**config.mk**
```make
export PLATFORM = sky130hd
export DESIGN_NAME = if_fetch_ctrl_flat
export DESIGN_NICKNAME = d
export VERILOG_FILES = /design/src/rtl/if_fetch_ctrl_if.sv /design/src/rtl/if_fetch_ctrl.sv /design/src/flat_wrapper.sv
export SDC_FILE = /design/constraint.sdc
export NUM_CORES = 1
export LEC_CHECK = 0
export CORE_ASPECT_RATIO = 0.9
export CORE_MARGIN = 4
export CORE_UTILIZATION = 40
export CTS_CLUSTER_SIZE = 28
export DETAILED_ROUTE_END_ITERATION = 8
export GPL_TIMING_DRIVEN = 0
export PLACE_DENSITY = 0.77
export SLEW_MARGIN = 40
export SYNTH_ARGS = -nofsm -noshare
export SYNTH_HDL_FRONTEND = slang
export SYNTH_SLANG_ARGS = --single-unit
```
**constraint.sdc**
```tcl
create_clock -name clk -period 1.71 [get_ports clk]
set_clock_uncertainty 0.05 [all_clocks]
set_input_delay 0.171 -clock clk [delete_from_list [all_inputs] [get_ports clk]]
set_output_delay 0.171 -clock clk [all_outputs]
set_load 0.02 [all_outputs]
```
**src/rtl/if_fetch_ctrl_if.sv**
```systemverilog
// rtl/if_fetch_ctrl_if.sv - instruction bus between the fetch sequencer and instruction memory
//
// Signals:
//   ibus_req_o    fetch request (master -> slave)
//   ibus_addr_o   fetch address, held stable while a request waits for ack
//   ibus_ack_i    transfer completion; rdata and err are valid in this cycle
//   ibus_rdata_i  instruction word
//   ibus_err_i    bus error, qualified by ack
interface if_fetch_ctrl_if;
    logic        ibus_req_o;
    logic [31:0] ibus_addr_o;
    logic        ibus_ack_i;
    logic [31:0] ibus_rdata_i;
    logic        ibus_err_i;

    modport master (
        output ibus_req_o,
        output ibus_addr_o,
        input  ibus_ack_i,
        input  ibus_rdata_i,
        input  ibus_err_i
    );

    modport slave (
        input  ibus_req_o,
        input  ibus_addr_o,
        output ibus_ack_i,
        output ibus_rdata_i,
        output ibus_err_i
    );
endinterface

```
**src/rtl/if_fetch_ctrl.sv**
```systemverilog
// rtl/if_fetch_ctrl.sv - instruction-fetch sequencer between the PC register and the instruction bus
//
// Ports:
//   clk, rst       clock; asynchronous active-low reset
//   ce_i           PC chip-enable, 0 forces the sequencer idle
//   pc_i           current PC
//   flush_i        pipeline flush, the PC reloads on this edge
//   stall_i        downstream stall, IF/ID is not latching
//   stallreq_o     hold the PC while a fetch is outstanding
//   ibus           instruction bus (master side)
//   inst_o         instruction to IF/ID
//   inst_valid_o   inst_o valid this cycle
//   fetch_err_o    one-cycle fetch failure (bus error or timeout)
module if_fetch_ctrl #(
    parameter logic [31:0] RESET_ADDR = 32'h3000_0000,
    parameter int          TIMEOUT    = 64
) (
    input  logic                  clk,
    input  logic                  rst,
    input  logic                  ce_i,
    input  logic [31:0]           pc_i,
    input  logic                  flush_i,
    input  logic                  stall_i,
    output logic                  stallreq_o,
    if_fetch_ctrl_if.master       ibus,
    output logic [31:0]           inst_o,
    output logic                  inst_valid_o,
    output logic                  fetch_err_o
);

    localparam int                WCNT_W    = (TIMEOUT > 2) ? $clog2(TIMEOUT) : 1;
    localparam logic [WCNT_W-1:0] WCNT_LAST = WCNT_W'(TIMEOUT - 1);

    typedef enum logic [1:0] {
        S_IDLE,
        S_REQ,
        S_HOLD,
        S_DISCARD
    } state_t;

    state_t             state_q, state_d;
    logic [31:0]        addr_q, addr_d;
    logic [31:0]        hold_q, hold_d;
    logic               hold_err_q, hold_err_d;
    logic [WCNT_W-1:0]  wcnt_q, wcnt_d;

    logic               timed_out;
    logic [WCNT_W-1:0]  wcnt_inc;
    logic [31:0]        fetched;

    always_ff @(posedge clk or negedge rst) begin
        if (!rst) begin
            state_q    <= S_IDLE;
            addr_q     <= RESET_ADDR;
            hold_q     <= '0;
            hold_err_q <= 1'b0;
            wcnt_q     <= '0;
        end else begin
            state_q    <= state_d;
            addr_q     <= addr_d;
            hold_q     <= hold_d;
            hold_err_q <= hold_err_d;
            wcnt_q     <= wcnt_d;
        end
    end

    always_comb begin
        state_d          = state_q;
        addr_d           = addr_q;
        hold_d           = hold_q;
        hold_err_d       = hold_err_q;
        wcnt_d           = wcnt_q;
        stallreq_o       = 1'b0;
        ibus.ibus_req_o  = 1'b0;
        ibus.ibus_addr_o = addr_q;
        inst_o           = '0;
        inst_valid_o     = 1'b0;
        fetch_err_o      = 1'b0;

        timed_out = (wcnt_q == WCNT_LAST) && !ibus.ibus_ack_i;
        // Saturate so a stuck slave can never wrap the counter back past the limit.
        wcnt_inc  = (wcnt_q == WCNT_LAST) ? wcnt_q : wcnt_q + 1'b1;
        // An errored word is never forwarded as an instruction.
        fetched   = ibus.ibus_err_i ? 32'h0 : ibus.ibus_rdata_i;

        if (!ce_i) begin
            // Disabling the PC abandons everything, including a same-cycle ack.
            state_d = S_IDLE;
            wcnt_d  = '0;
        end else begin
            case (state_q)
                S_IDLE: begin
                    state_d = S_REQ;
                    wcnt_d  = '0;
                end

                S_REQ: begin
                    ibus.ibus_req_o  = 1'b1;
                    ibus.ibus_addr_o = pc_i;
                    addr_d           = pc_i;
                    stallreq_o       = !ibus.ibus_ack_i;
                    if (ibus.ibus_ack_i) begin
                        wcnt_d = '0;
                        // A flush on the ack cycle kills the word; the new PC is fetched next.
                        if (!flush_i) begin
                            inst_o       = fetched;
                            inst_valid_o = 1'b1;
                            fetch_err_o  = ibus.ibus_err_i;
                            if (stall_i) begin
                                hold_d     = fetched;
                                hold_err_d = ibus.ibus_err_i;
                                state_d    = S_HOLD;
                            end
                        end
                    end else if (timed_out) begin
                        inst_valid_o = 1'b1;
                        fetch_err_o  = 1'b1;
                        stallreq_o   = 1'b0;
                        wcnt_d       = '0;
                        state_d      = S_IDLE;
                    end else begin
                        wcnt_d = wcnt_inc;
                        // The outstanding transfer still has to complete at the old address.
                        if (flush_i) begin
                            state_d = S_DISCARD;
                        end
                    end
                end

                S_HOLD: begin
                    // The PC is already frozen by stall_i; replay the captured word.
                    if (flush_i) begin
                        state_d = S_REQ;
                    end else begin
                        inst_o       = hold_q;
                        inst_valid_o = 1'b1;
                        fetch_err_o  = hold_err_q;
                        if (!stall_i) begin
                            state_d = S_REQ;
                        end
                    end
                end

                S_DISCARD: begin
                    ibus.ibus_req_o = 1'b1;
                    stallreq_o      = 1'b1;
                    if (ibus.ibus_ack_i) begin
                        wcnt_d  = '0;
                        state_d = S_REQ;
                    end else if (timed_out) begin
                        // Nothing was going to be delivered, so no error is reported.
                        stallreq_o = 1'b0;
                        wcnt_d     = '0;
                        state_d    = S_IDLE;
                    end else begin
                        wcnt_d = wcnt_inc;
                    end
                end

                default: begin
                    state_d = S_IDLE;
                end
            endcase
        end
    end

endmodule

```
**src/flat_wrapper.sv**
```systemverilog
// flat-port wrapper written by rule: the top's interface ports become plain ports
module if_fetch_ctrl_flat 
#(
    parameter logic [31:0] RESET_ADDR = 32'h3000_0000,
    parameter int          TIMEOUT    = 64
)
  (clk, rst, ce_i, pc_i, flush_i, stall_i, stallreq_o, inst_o, inst_valid_o, fetch_err_o, ibus_ibus_req_o, ibus_ibus_addr_o, ibus_ibus_ack_i, ibus_ibus_rdata_i, ibus_ibus_err_i);
  if_fetch_ctrl_if ibus_i ();
  input  logic clk;
  input  logic rst;
  input  logic ce_i;
  input  logic [31:0] pc_i;
  input  logic flush_i;
  input  logic stall_i;
  output logic stallreq_o;
  output logic [31:0] inst_o;
  output logic inst_valid_o;
  output logic fetch_err_o;
  output wire logic [$bits(ibus_i.ibus_req_o)-1:0] ibus_ibus_req_o;
  output wire logic [$bits(ibus_i.ibus_addr_o)-1:0] ibus_ibus_addr_o;
  input wire logic [$bits(ibus_i.ibus_ack_i)-1:0] ibus_ibus_ack_i;
  input wire logic [$bits(ibus_i.ibus_rdata_i)-1:0] ibus_ibus_rdata_i;
  input wire logic [$bits(ibus_i.ibus_err_i)-1:0] ibus_ibus_err_i;
  assign ibus_ibus_req_o = ibus_i.ibus_req_o;
  assign ibus_ibus_addr_o = ibus_i.ibus_addr_o;
  assign ibus_i.ibus_ack_i = ibus_ibus_ack_i;
  assign ibus_i.ibus_rdata_i = ibus_ibus_rdata_i;
  assign ibus_i.ibus_err_i = ibus_ibus_err_i;
  if_fetch_ctrl #(.RESET_ADDR(RESET_ADDR), .TIMEOUT(TIMEOUT)) u_core (.clk(clk), .rst(rst), .ce_i(ce_i), .pc_i(pc_i), .flush_i(flush_i), .stall_i(stall_i), .stallreq_o(stallreq_o), .ibus(ibus_i), .inst_o(inst_o), .inst_valid_o(inst_valid_o), .fetch_err_o(fetch_err_o));
endmodule
```
; Yosys cells after proc, flatten, opt, wreduce, memory -nomap -nowiden
; Cells that the tools add are included.
[word_totals]
register_bits = 73
input_bits = 71
output_inout_bits = 68
word_cells = 67
[classes]
add_sub_neg = 1
n_eq_ne = 11
mux = 42
bitwise_logic = 1
n_reduce_logical = 7
[ops]
columns = operator, n
row1 = $mux W32, 7
row2 = $pmux W32 S2, 1
row3 = $mux W6, 4
row4 = $mux W2, 10
row5 = $mux W1, 15
row6 = $ne A4 B4 Y1 const B, 3
row7 = $pmux W6 S2, 1
row8 = $ne A5 B4 Y1 const B, 2
row9 = $reduce_and A5 Y1, 2
row10 = $pmux W2 S4, 1
row11 = $add A6 B1 Y6 const B, 1
row12 = $eq A6 B6 Y1 const B, 1
row13 = $pmux W1 S2, 3
row14 = $eq A2 B2 Y1 const B, 2
row15 = $ne A4 B3 Y1 const B, 1
row16 = $ne A3 B2 Y1 const B, 1
row17 = $eq A2 B1 Y1 const B, 1
row18 = $logic_not A2 Y1, 1
row19 = $reduce_and A2 Y1, 1
row20 = $reduce_or A2 Y1, 1
row21 = $logic_and A1 B1 Y1, 1
row22 = $logic_not A1 Y1, 1
row23 = $not A1 Y1, 1

; Depth between registers and ports, before layout
; Gate-level depths: netlist (run 1).
[depth]
word_depth = 6
depth_mapped = 9
ltp_nobuf = 6

; Least setup slack after synthesis (run 1)
; No wires, ideal clock.
[synth_path]
kind = reg-to-output
from = register u_core.state_q[0]
to = output port fetch_err_o
t_arrival_ns = 1.684
slack_ns = -0.195
stages_incl_launch_ff = 8
n_path_buf = 2
path_cell_list = dfrtp_1 > inv_1 > ha_1 > nor2b_1 > clkbuf_1 > clkbuf_1 > nand2_1 > a21oi_1
[synth_between]
elab_chain_cells = 3
elab_cells_between_ends = 4
cone_classes = 2 x eq/ne / 2 x mux
[synth_lines]
columns = item, line_no
row1 = from (decl), if_fetch_ctrl.sv:41  ; state_t state_q, state_d;
row2 = from (signal assigned), if_fetch_ctrl.sv:59  ; state_q <= state_d;
row3 = $eq A2 B2 Y1 / $eq A2 B1 Y1 (equally long branches), if_fetch_ctrl.sv:91  ; case (state_q)
row4 = $pmux W1 S2 *, if_fetch_ctrl.sv:91
row5 = $mux W1 *, if_fetch_ctrl.sv:86  ; if (!ce_i) begin
row6 = to (decl), flat_wrapper.sv:18  ; output logic fetch_err_o;
; Every way passes the cells marked *; elsewhere a longest branch is shown, timed or not.

; Final worst setup path (run 1)
[layout_path]
from = register u_core.state_q[1]
to = output port inst_o[5]
[layout_between]
elab_chain_cells = 3
elab_cells_between_ends = 4
cone_classes = 2 x eq/ne / 2 x mux
[layout_lines]
columns = item, line_no
row1 = $eq A2 B2 Y1 / $eq A2 B1 Y1 (equally long branches), if_fetch_ctrl.sv:91
row2 = $pmux W32 S2 *, if_fetch_ctrl.sv:91
row3 = $mux W32 *, if_fetch_ctrl.sv:86
row4 = to (decl), flat_wrapper.sv:16  ; output logic [31:0] inst_o;
; Marks and branches as above.

==> results.yml, run 1 <==
timing:
  drv_slew: 0
  relSlewSlack: 0.679
  worst_pin_slew_ns: 0.481
  setup_viol: 106
  timing.final.ws_setup_ns: -0.408
  hold_viol: 0
  fin_hold_ws_ns: 0.204
  grt_setup_unrepaired: "yes"
  period_minus_slack_ns: 2.12
  max_freq_ghz: 0.472
  period_share: 1.24
grt:
  grt_overflow: 0
  grt_pass1_wl_um: 18600
  antenna_found_initial: 0
  grt_usage: 0.219
  grt_max_degree: 39
  grt_pass1_vias: 3816
setup_path:
  critPathKind: "register to primary output"
  path_max_fanout: 5
  arrival_ns: 1.90
  critPathCaptureType: "primary output"
  cp.required_ns: 1.49
  startpoint_type: "register"
pwr:
  ir_drop_mv: 1.30
  power.density_mw_per_mm2: 1430
  p_seq_frac: 0.297
  clkPwrFrac: 0.152
  finalPower_mw: 9.96
  intPower_mw: 6.29
  p_sw_frac: 0.369
  switching_power_mw: 3.67
  comb_power_share: 0.551
  p_leak_nw: 3.11
routing:
  ant_nets: 0
  first_pass_iters: 4
  dr_total_vias: 3655
  avgRoutedWirePerCell_um: 19.2
  drt-initial-drc-count: 137
  vias_per_cell: 5.34
  drc_errors: 0
  wirelength_um: 13100
synth:
  ys_seq_elements: 73
  synth_edf_count: 0
  seq_area_frac_synth: 0.499
  syn_avg_cell_area_um2: 9.88
  syn-instance-count: 371
  syn_area_mm2: 0.00366
  async_reset_ff_frac: 1.00
  ys.warnings.count: 0
  ys_types: 39
  synthFlopType: "dfrtp_1"
  synth_nets: 447
clock_network:
  tritoncts: "yes"
  cts_root_buf: "clkbuf_8"
  path_clk_slew_ns: 0.08
  cts_buffers: 9
  htreeDepth: 3
  clock_path_buffers: 2
  cts.sinks: 73
  clk_latency_ns: 0.34
floorplan:
  rows: 32
  fp.dieW_um: 109
  start_util: 0.418
  die_y_um: 98.8
  die_area_mm2: 0.0108
  boundaryPins: 139
  core_area_mm2: 0.00877
placement:
  port_buffers: 137
  placed_cells: 628
  hpwl_um: 7740
  gp_congestion: 0.827
status:
  failed_checks: "setup timing"
  status: "finished with violations"
finish:
  areaGrowthSynthToFinish_pct: 90.6
  drive_gt1_frac: 0.568
  final_cells: 684
  diodes: 0
  fin_nets: 636
  fill_cells: 499
job:
  cap_violations: 0
worst_hold_path:
  holdCritPathClass: "primary input to register"
-- kinds of logic after synthesis --
family          after synthesis  synth area share
buf+inv                      34            0.0495
fa+ha+maj                     5            0.0171
mux                          32            0.0983
simple gates                141             0.160
flops                        73             0.499
xor+xnor                      4           0.00956
compound gates               82             0.166
-- layer usage --
metal	up-vias	wire, µm	global-route usage	share of wire
li1	1680	-	-	-
met2	150	7010	0.387	0.53
met1	1814	5000	0.251	0.38
met4	0	101	0.0631	0.0077
met3	11	1030	0.0707	0.078
met5	-	0	0	0
-- through the flow --
step | setup TNS, ns | instance area, µm² | setup slack [ns] | util
floorplan | -0.0629 | 3770 | -0.0119 | -
global placement | -201.71 | 5290 | -2.09 | 0.604
detailed placement | -56.91 | 5320 | -0.958 | 0.606
CTS | -31.54 | 6030 | -0.456 | 0.688
global route | -43.13 | 6980 | -0.496 | 0.797
finish | -35.22 | 6980 | -0.408 | 0.797
-- flip-flops by register name, indices dropped and copies added, names as in the netlist --
signal	flops
u_core.addr_q	32
u_core.hold_err_q	1
u_core.hold_q	32
u_core.state_q	2
u_core.wcnt_q	6
-- power by group through the flow --
stage	clock network (mW)	logic, mW	registers (mW)
finish	1.52	5.49	2.96
global route	1.61	5.81	3.03
CTS	1.55	4.12	2.81
detailed placement	0	3.60	2.79
global placement	0	3.52	2.75
floorplan	0	2.16	2.68
-- synth_stat cells (all sizes together) (2+ instances only) --
| cell | number | share of area |
|---|---|---|
| a21oi | 2 | 0.0027 |
| a32oi | 32 | 0.076 |
| and3 | 2 | 0.0034 |
| buf | 15 | 0.030 |
| clkbuf | 15 | 0.015 |
| dfrtp | 71 | 0.48 |
| dfstp | 2 | 0.014 |
| ha | 5 | 0.017 |
| inv | 4 | 0.0041 |
| mux2 | 32 | 0.098 |
| nand2 | 81 | 0.085 |
| nand3 | 2 | 0.0027 |
| nor2 | 42 | 0.043 |
| nor2b | 2 | 0.0034 |
| nor3 | 3 | 0.0041 |
| o211ai | 2 | 0.0041 |
| o21ai | 40 | 0.068 |
| xor2 | 4 | 0.0096 |
-- cells in the final DEF (no fill, tap or decap), types with 12 or more instances in the layout --
cell type / count
dfrtp_1: 70
buf_6: 69
clkdlybuf4s50_1: 68
nand2_1: 45
mux2_4: 32
nor2_2: 29
buf_4: 28
a32oi_2: 27
o21ai_2: 24
nand2_4: 18
nand2_2: 17
buf_12: 12
nor2_1: 12
-- repair_timing --
item,4_1_cts,5_1_grt
cloned,3,10
pin swaps,21,35
buffers inserted,19,11
hold endpoints to repair,35,0
endpoints found under the setup margin,135,109
gates resized for setup,436,178
hold buffers,1,0
-- critical path, cell delays in order (launching register included) --
cell and delay, ns:
dfrtp_1 0.40, buf_4 0.15, ha_4 0.15, nor2b_4 0.14, buf_12 0.17, clkbuf_16 0.15, a32oi_1 0.19, nor2_2 0.04
buf_2 0.16
-- layout make-up --
| type | count | area [µm²] | share of cell area |
|---|---|---|---|
| clock buffers | 10 | 128 | 0.0183 |
| repair buffers | 181 | 2020 | 0.290 |
| inverters | 4 | 15.0 | 0.00215 |
| flip-flops and latches | 73 | 1830 | 0.262 |
| well taps | 119 | 149 | 0.0213 |
| plain buffers | 26 | 328 | 0.0469 |
| clock inverters | 6 | 91.3 | 0.0131 |
| multi-input cells | 265 | 2420 | 0.346 |
-- worst paths after layout --
check,startpoint,endpoint,slack (ns),depth (start not counted)
min in group asynchronous,rst,u_core.hold_q[25],0.23,2
worst min register to register,u_core.hold_q[5],u_core.hold_q[5],0.44,2
worst max-delay path,u_core.state_q[1],inst_o[5],-0.41,8
worst max register to register,u_core.state_q[1],u_core.hold_q[29],-0.40,11
worst min-delay path,ce_i,u_core.state_q[0],0.20,3
max in group asynchronous,rst,u_core.addr_q[28],0.80,3
No activity file was read; power rests on OpenSTA's default activity.
==> run 2: changes to the inputs <==
--- a/config.mk
+++ b/config.mk
@@ -7,11 +7,12 @@
 export LEC_CHECK = 0
 export CORE_ASPECT_RATIO = 0.9
 export CORE_MARGIN = 4
-export CORE_UTILIZATION = 40
+export CORE_UTILIZATION = 41
+export CTS_BUF_LIST = sky130_fd_sc_hd__clkbuf_8
 export CTS_CLUSTER_SIZE = 28
 export DETAILED_ROUTE_END_ITERATION = 8
 export GPL_TIMING_DRIVEN = 0
-export PLACE_DENSITY = 0.77
+export PLACE_DENSITY = 0.78
 export SLEW_MARGIN = 40
 export SYNTH_ARGS = -nofsm -noshare
 export SYNTH_HDL_FRONTEND = slang
==> results.yml, run 2 (synthesis gave the netlist of run 1 again) <==
grt:
  antenna_found_initial: 0
  grt_max_degree: 47
  use_met3: 0.0811
  grt_pass1_vias: 3734
  busiest_layer: "met2"
  use_met2: 0.348
  grtUsageMet1: 0.259
  grt_pass1_wl_um: 18000
  grt_overflow: 0
  grt_usage: 0.211
finish:
  fin_nets: 637
  regArea_mm2: 0.00183
  fill_cells: 531
  layout_common_cells: "buf_6, dfrtp_1, clkdlybuf4s50_1"
  diodes: 0
  drive_gt1_frac: 0.530
  multi_input_area_mm2: 0.00228
  top_regs: "u_core.addr_q (32), u_core.hold_q (32), u_core.wcnt_q (6)"
  areaGrowthSynthToFinish_pct: 85.6
  layout_commonest_cell: "buf_6"
  design_area_mm2: 0.00680
placement:
  hpwl_um: 7700
  gp_congestion: 0.831
  port_buffers: 137
  preCtsSetupSlack_ns: -0.942
  placed_area_mm2: 0.00532
floorplan:
  rows: 32
  die_y_um: 97.7
  die_area_mm2: 0.0105
  core_area_mm2: 0.00865
  start_util: 0.424
  fp.dieW_um: 108
  boundaryPins: 139
clock_network:
  cts_root_buf: "clkbuf_8"
  path_clk_slew_ns: 0.08
  htreeDepth: 3
  clk_latency_ns: 0.35
  clock_path_buffers: 2
  cts_buffers: 9
  tritoncts: "yes"
  cts.sinks: 73
pwr:
  p_leak_nw: 3.01
  switching_power_mw: 3.63
  power.density_mw_per_mm2: 1440
  comb_power_share: 0.543
  p_seq_frac: 0.300
  intPower_mw: 6.16
  p_sw_frac: 0.370
  clkPwrFrac: 0.157
  finalPower_mw: 9.79
  ir_drop_mv: 1.21
worst_hold_path:
  min_to: "u_core.state_q[0]"
  whs_path_depth: 3
  hold_path.startpoint: "ce_i"
  holdCritPathClass: "primary input to register"
setup_path:
  reg2reg_slack_ns: -0.40
  arrival_ns: 2.04
  r2r-end: "u_core.hold_q[30]"
  cp.required_ns: 1.49
  critPathKind: "register to primary output"
  reg2reg_depth: 11
  worstSetupStartpoint: "u_core.state_q[1]"
  critPathCaptureType: "primary output"
  path_max_fanout: 8
  r2r_start: "u_core.state_q[1]"
  startpoint_type: "register"
routing:
  vias_per_cell: 5.31
  ant_nets: 0
  wirelength_um: 12900
  avgRoutedWirePerCell_um: 18.8
  dr_total_vias: 3636
  first_pass_iters: 4
  drt-initial-drc-count: 139
  drc_errors: 0
timing:
  timing.final.ws_setup_ns: -0.555
  hold_viol: 0
  period_share: 1.32
  drv_slew: 0
  max_freq_ghz: 0.442
  worst_pin_slew_ns: 0.591
  period_minus_slack_ns: 2.26
  relSlewSlack: 0.606
  setup_viol: 111
  grt_setup_unrepaired: "yes"
status:
  failed_checks: "setup timing"
  status: "finished with violations"
job:
  cap_violations: 0
run 2: cell types whose count changed in the layout (fill, tap and decap cells not counted), moves of 3 or more:
cell / previous run / this run
o21ai_1: 10 / 7
buf_6: 69 / 76
a32oi_1: 5 / 19
a32oi_2: 27 / 13
ha_4: 4 / 1
buf_4: 28 / 25
buf_12: 12 / 5
buf_2: 4 / 0
clkbuf_4: 0 / 3
clkbuf_1: 3 / 6
run 2: worst max path at each step:
stage                         to  slack (ns)  cells after the start
2_1_floorplan        fetch_err_o       -0.01                      7
6_report              inst_o[22]       -0.55                      8
3_3_place_gp   u_core.addr_q[11]       -2.05                      1
3_5_place_dp          inst_o[31]       -0.94                      7
4_1_cts                inst_o[4]       -0.54                     10
5_1_grt               inst_o[21]       -0.68                     10
run 2: critical path: stages, from the launching register on:
cell	delay, ns
dfrtp_1	0.42
buf_4	0.15
ha_1	0.18
nor2b_1	0.14
clkbuf_8	0.18
clkbuf_4	0.17
a32oi_1	0.24
nor2_2	0.07
buf_6	0.13
run 2: layout make-up:
cell class	count	area share
Buffer	28	0.0432
Inverter	4	0.00221
Multi-Input combinational cell	265	0.336
Sequential cell	73	0.269
Tap cell	119	0.0219
Clock inverter	7	0.0142
Clock buffer	9	0.0182
Timing Repair Buffer	180	0.295
run 2: repair_timing:
item	in CTS	in global routing
gates resized for setup	418	169
pin swaps	13	40
gates cloned	4	9
hold endpoints to repair	73	0
endpoints found under the setup margin	134	108
buffers inserted	22	9
hold buffers	1	0
run 2: layer usage:
metal  part of all wire  wire [µm]
met5                  0          0
met1               0.39       5060
met4              0.012        152
met3              0.085       1100
met2               0.51       6570
run 2: metrics by stage:
step                utilization  cells  TNS [ns]  hold slack, ns
finish                    0.786    685    -45.38           0.168
global route              0.786    685    -55.36           0.167
CTS                       0.685    671    -38.67           0.122
detailed placement        0.615    628    -54.85          0.0113
global placement          0.612    627   -198.85           0.410
floorplan                     -    371   -0.0629          -0.175
run 2: power groups by stage:
stage               registers [mW]  clock network (mW)  logic (mW)
finish                        2.94                1.53        5.32
global placement              2.74                   0        3.54
global route                  3.01                1.65        5.65
CTS                           2.76                1.56        4.13
detailed placement            2.78                   0        3.62
floorplan                     2.68                   0        2.16
==> run 3: changes to the inputs <==
--- a/config.mk
+++ b/config.mk
@@ -6,7 +6,7 @@
 export NUM_CORES = 1
 export LEC_CHECK = 0
 export CORE_ASPECT_RATIO = 0.9
-export CORE_MARGIN = 4
+export CORE_MARGIN = 2
 export CORE_UTILIZATION = 41
 export CTS_BUF_LIST = sky130_fd_sc_hd__clkbuf_8
 export CTS_CLUSTER_SIZE = 28
==> results.yml, run 3 (synthesis gave the netlist of run 1 again) <==
status:
  status: "finished with violations"
  failed_checks: "setup timing"
grt:
  grt_pass1_wl_um: 18100
  antenna_found_initial: 0
  use_met2: 0.400
  grt_max_degree: 48
  busiest_layer: "met2"
  grt_overflow: 0
  use_met3: 0.0832
  grtUsageMet1: 0.273
  grt_usage: 0.232
  grt_pass1_vias: 3659
setup_path:
  startpoint_type: "register"
  arrival_ns: 1.97
  critPathCaptureType: "primary output"
  cp.required_ns: 1.49
  path_max_fanout: 5
  critPathKind: "register to primary output"
routing:
  drt-initial-drc-count: 112
  drc_errors: 0
  dr_total_vias: 3722
  vias_per_cell: 5.44
  wirelength_um: 13000
  ant_nets: 0
  first_pass_iters: 4
  avgRoutedWirePerCell_um: 19.1
placement:
  hpwl_um: 7240
  placed_area_mm2: 0.00532
  preCtsSetupSlack_ns: -0.948
  gp_congestion: 0.827
  port_buffers: 137
floorplan:
  die_y_um: 93.7
  fp.dieW_um: 104
  boundaryPins: 139
  core_area_mm2: 0.00861
  die_area_mm2: 0.00971
  rows: 32
  start_util: 0.426
worst_hold_path:
  holdCritPathClass: "primary input to register"
clock_network:
  tritoncts: "yes"
  cts_buffers: 9
  cts_root_buf: "clkbuf_8"
  clk_latency_ns: 0.35
  htreeDepth: 3
  clock_path_buffers: 2
  path_clk_slew_ns: 0.08
  cts.sinks: 73
finish:
  diodes: 0
  drive_gt1_frac: 0.586
  fin_nets: 636
  top_regs: "u_core.addr_q (32), u_core.hold_q (32), u_core.wcnt_q (6)"
  design_area_mm2: 0.00687
  areaGrowthSynthToFinish_pct: 87.3
  layout_common_cells: "dfrtp_1, clkdlybuf4s50_1, buf_6"
  layout_commonest_cell: "dfrtp_1"
timing:
  grt_setup_unrepaired: "yes"
  setup_tns_ns: -37.65
  timing.final.ws_setup_ns: -0.476
  drv_slew: 0
  period_share: 1.28
  worst_pin_slew_ns: 0.494
  period_minus_slack_ns: 2.19
  relSlewSlack: 0.671
  max_freq_ghz: 0.457
  setup_viol: 106
  hold_viol: 0
pwr:
  ir_drop_mv: 1.12
  finalPower_mw: 9.70
  p_leak_nw: 3.09
  power.density_mw_per_mm2: 1410
job:
  cap_violations: 0
[run 3: cell count changes in the layout (fill, tap and decap cells not counted), moves of 4 or more]
cell / before / now
clkbuf_2: 2 / 6
buf_6: 76 / 58
clkbuf_1: 6 / 2
a32oi_1: 19 / 3
a32oi_2: 13 / 29
buf_4: 25 / 43
buf_2: 0 / 4
[run 3: per-stage QoR]
step                      cells  hold WS, ns  utilization
final                       684        0.186        0.798
after global routing        684        0.187        0.798
after CTS                   668        0.151        0.701
after detailed placement    628      0.00413        0.618
after global placement      627        0.410        0.615
after floorplan             371       -0.175            -
[run 3: area by class of cell]
type                    instances  area (µm²)
clock inverters                 7        71.3
fillers                       513        1740
clock buffers                   9         124
multi-input cells             265        2460
flip-flops and latches         73        1830
repair buffers                180        1880
well taps                     119         149
plain buffers                  27         334
inverters                       4        15.0
[run 3: final timing paths]
path,end,from,slack [ns],cells after the start
hold reg to reg,u_core.hold_q[1],u_core.hold_q[1],0.45,2
min in group asynchronous,u_core.hold_q[27],rst,0.21,2
setup / recovery,inst_o[4],u_core.state_q[1],-0.48,8
setup reg to reg,u_core.hold_q[31],u_core.state_q[1],-0.36,10
hold / removal,u_core.state_q[0],ce_i,0.19,3
max in group asynchronous,u_core.hold_q[7],rst,0.87,3
[run 3: repair_timing]
action                     in CTS  in global routing
cloned                          7                  7
buffers inserted               17                 13
pin swaps                      19                 40
resized for setup             415                194
hold endpoints to repair       73                  0
hold buffers                    1                  0
setup endpoints to repair     136                109
[run 3: report_power, final]
part	internal [mW]	switching, mW	leakage, nW	total, mW
clock network	0.674	0.707	0.0970	1.38
registers	2.46	0.517	0.926	2.98
logic	2.88	2.46	2.06	5.34
[run 3: metal layers]
| metal | wire (µm) | up-vias | part of all wire |
|---|---|---|---|
| li1 | - | 1689 | - |
| met1 | 4950 | 1825 | 0.38 |
| met2 | 6750 | 180 | 0.52 |
| met3 | 1060 | 28 | 0.081 |
| met4 | 280 | 0 | 0.021 |
| met5 | 0 | - | 0 |
[run 3: worst max-delay path: stages (launching register included)]
cell and delay, ns:
dfrtp_1 0.42, buf_4 0.16, ha_1 0.19, nor2b_4 0.14, buf_8 0.16, clkbuf_8 0.16, a32oi_2 0.18, nor2_2 0.08
buf_6 0.13
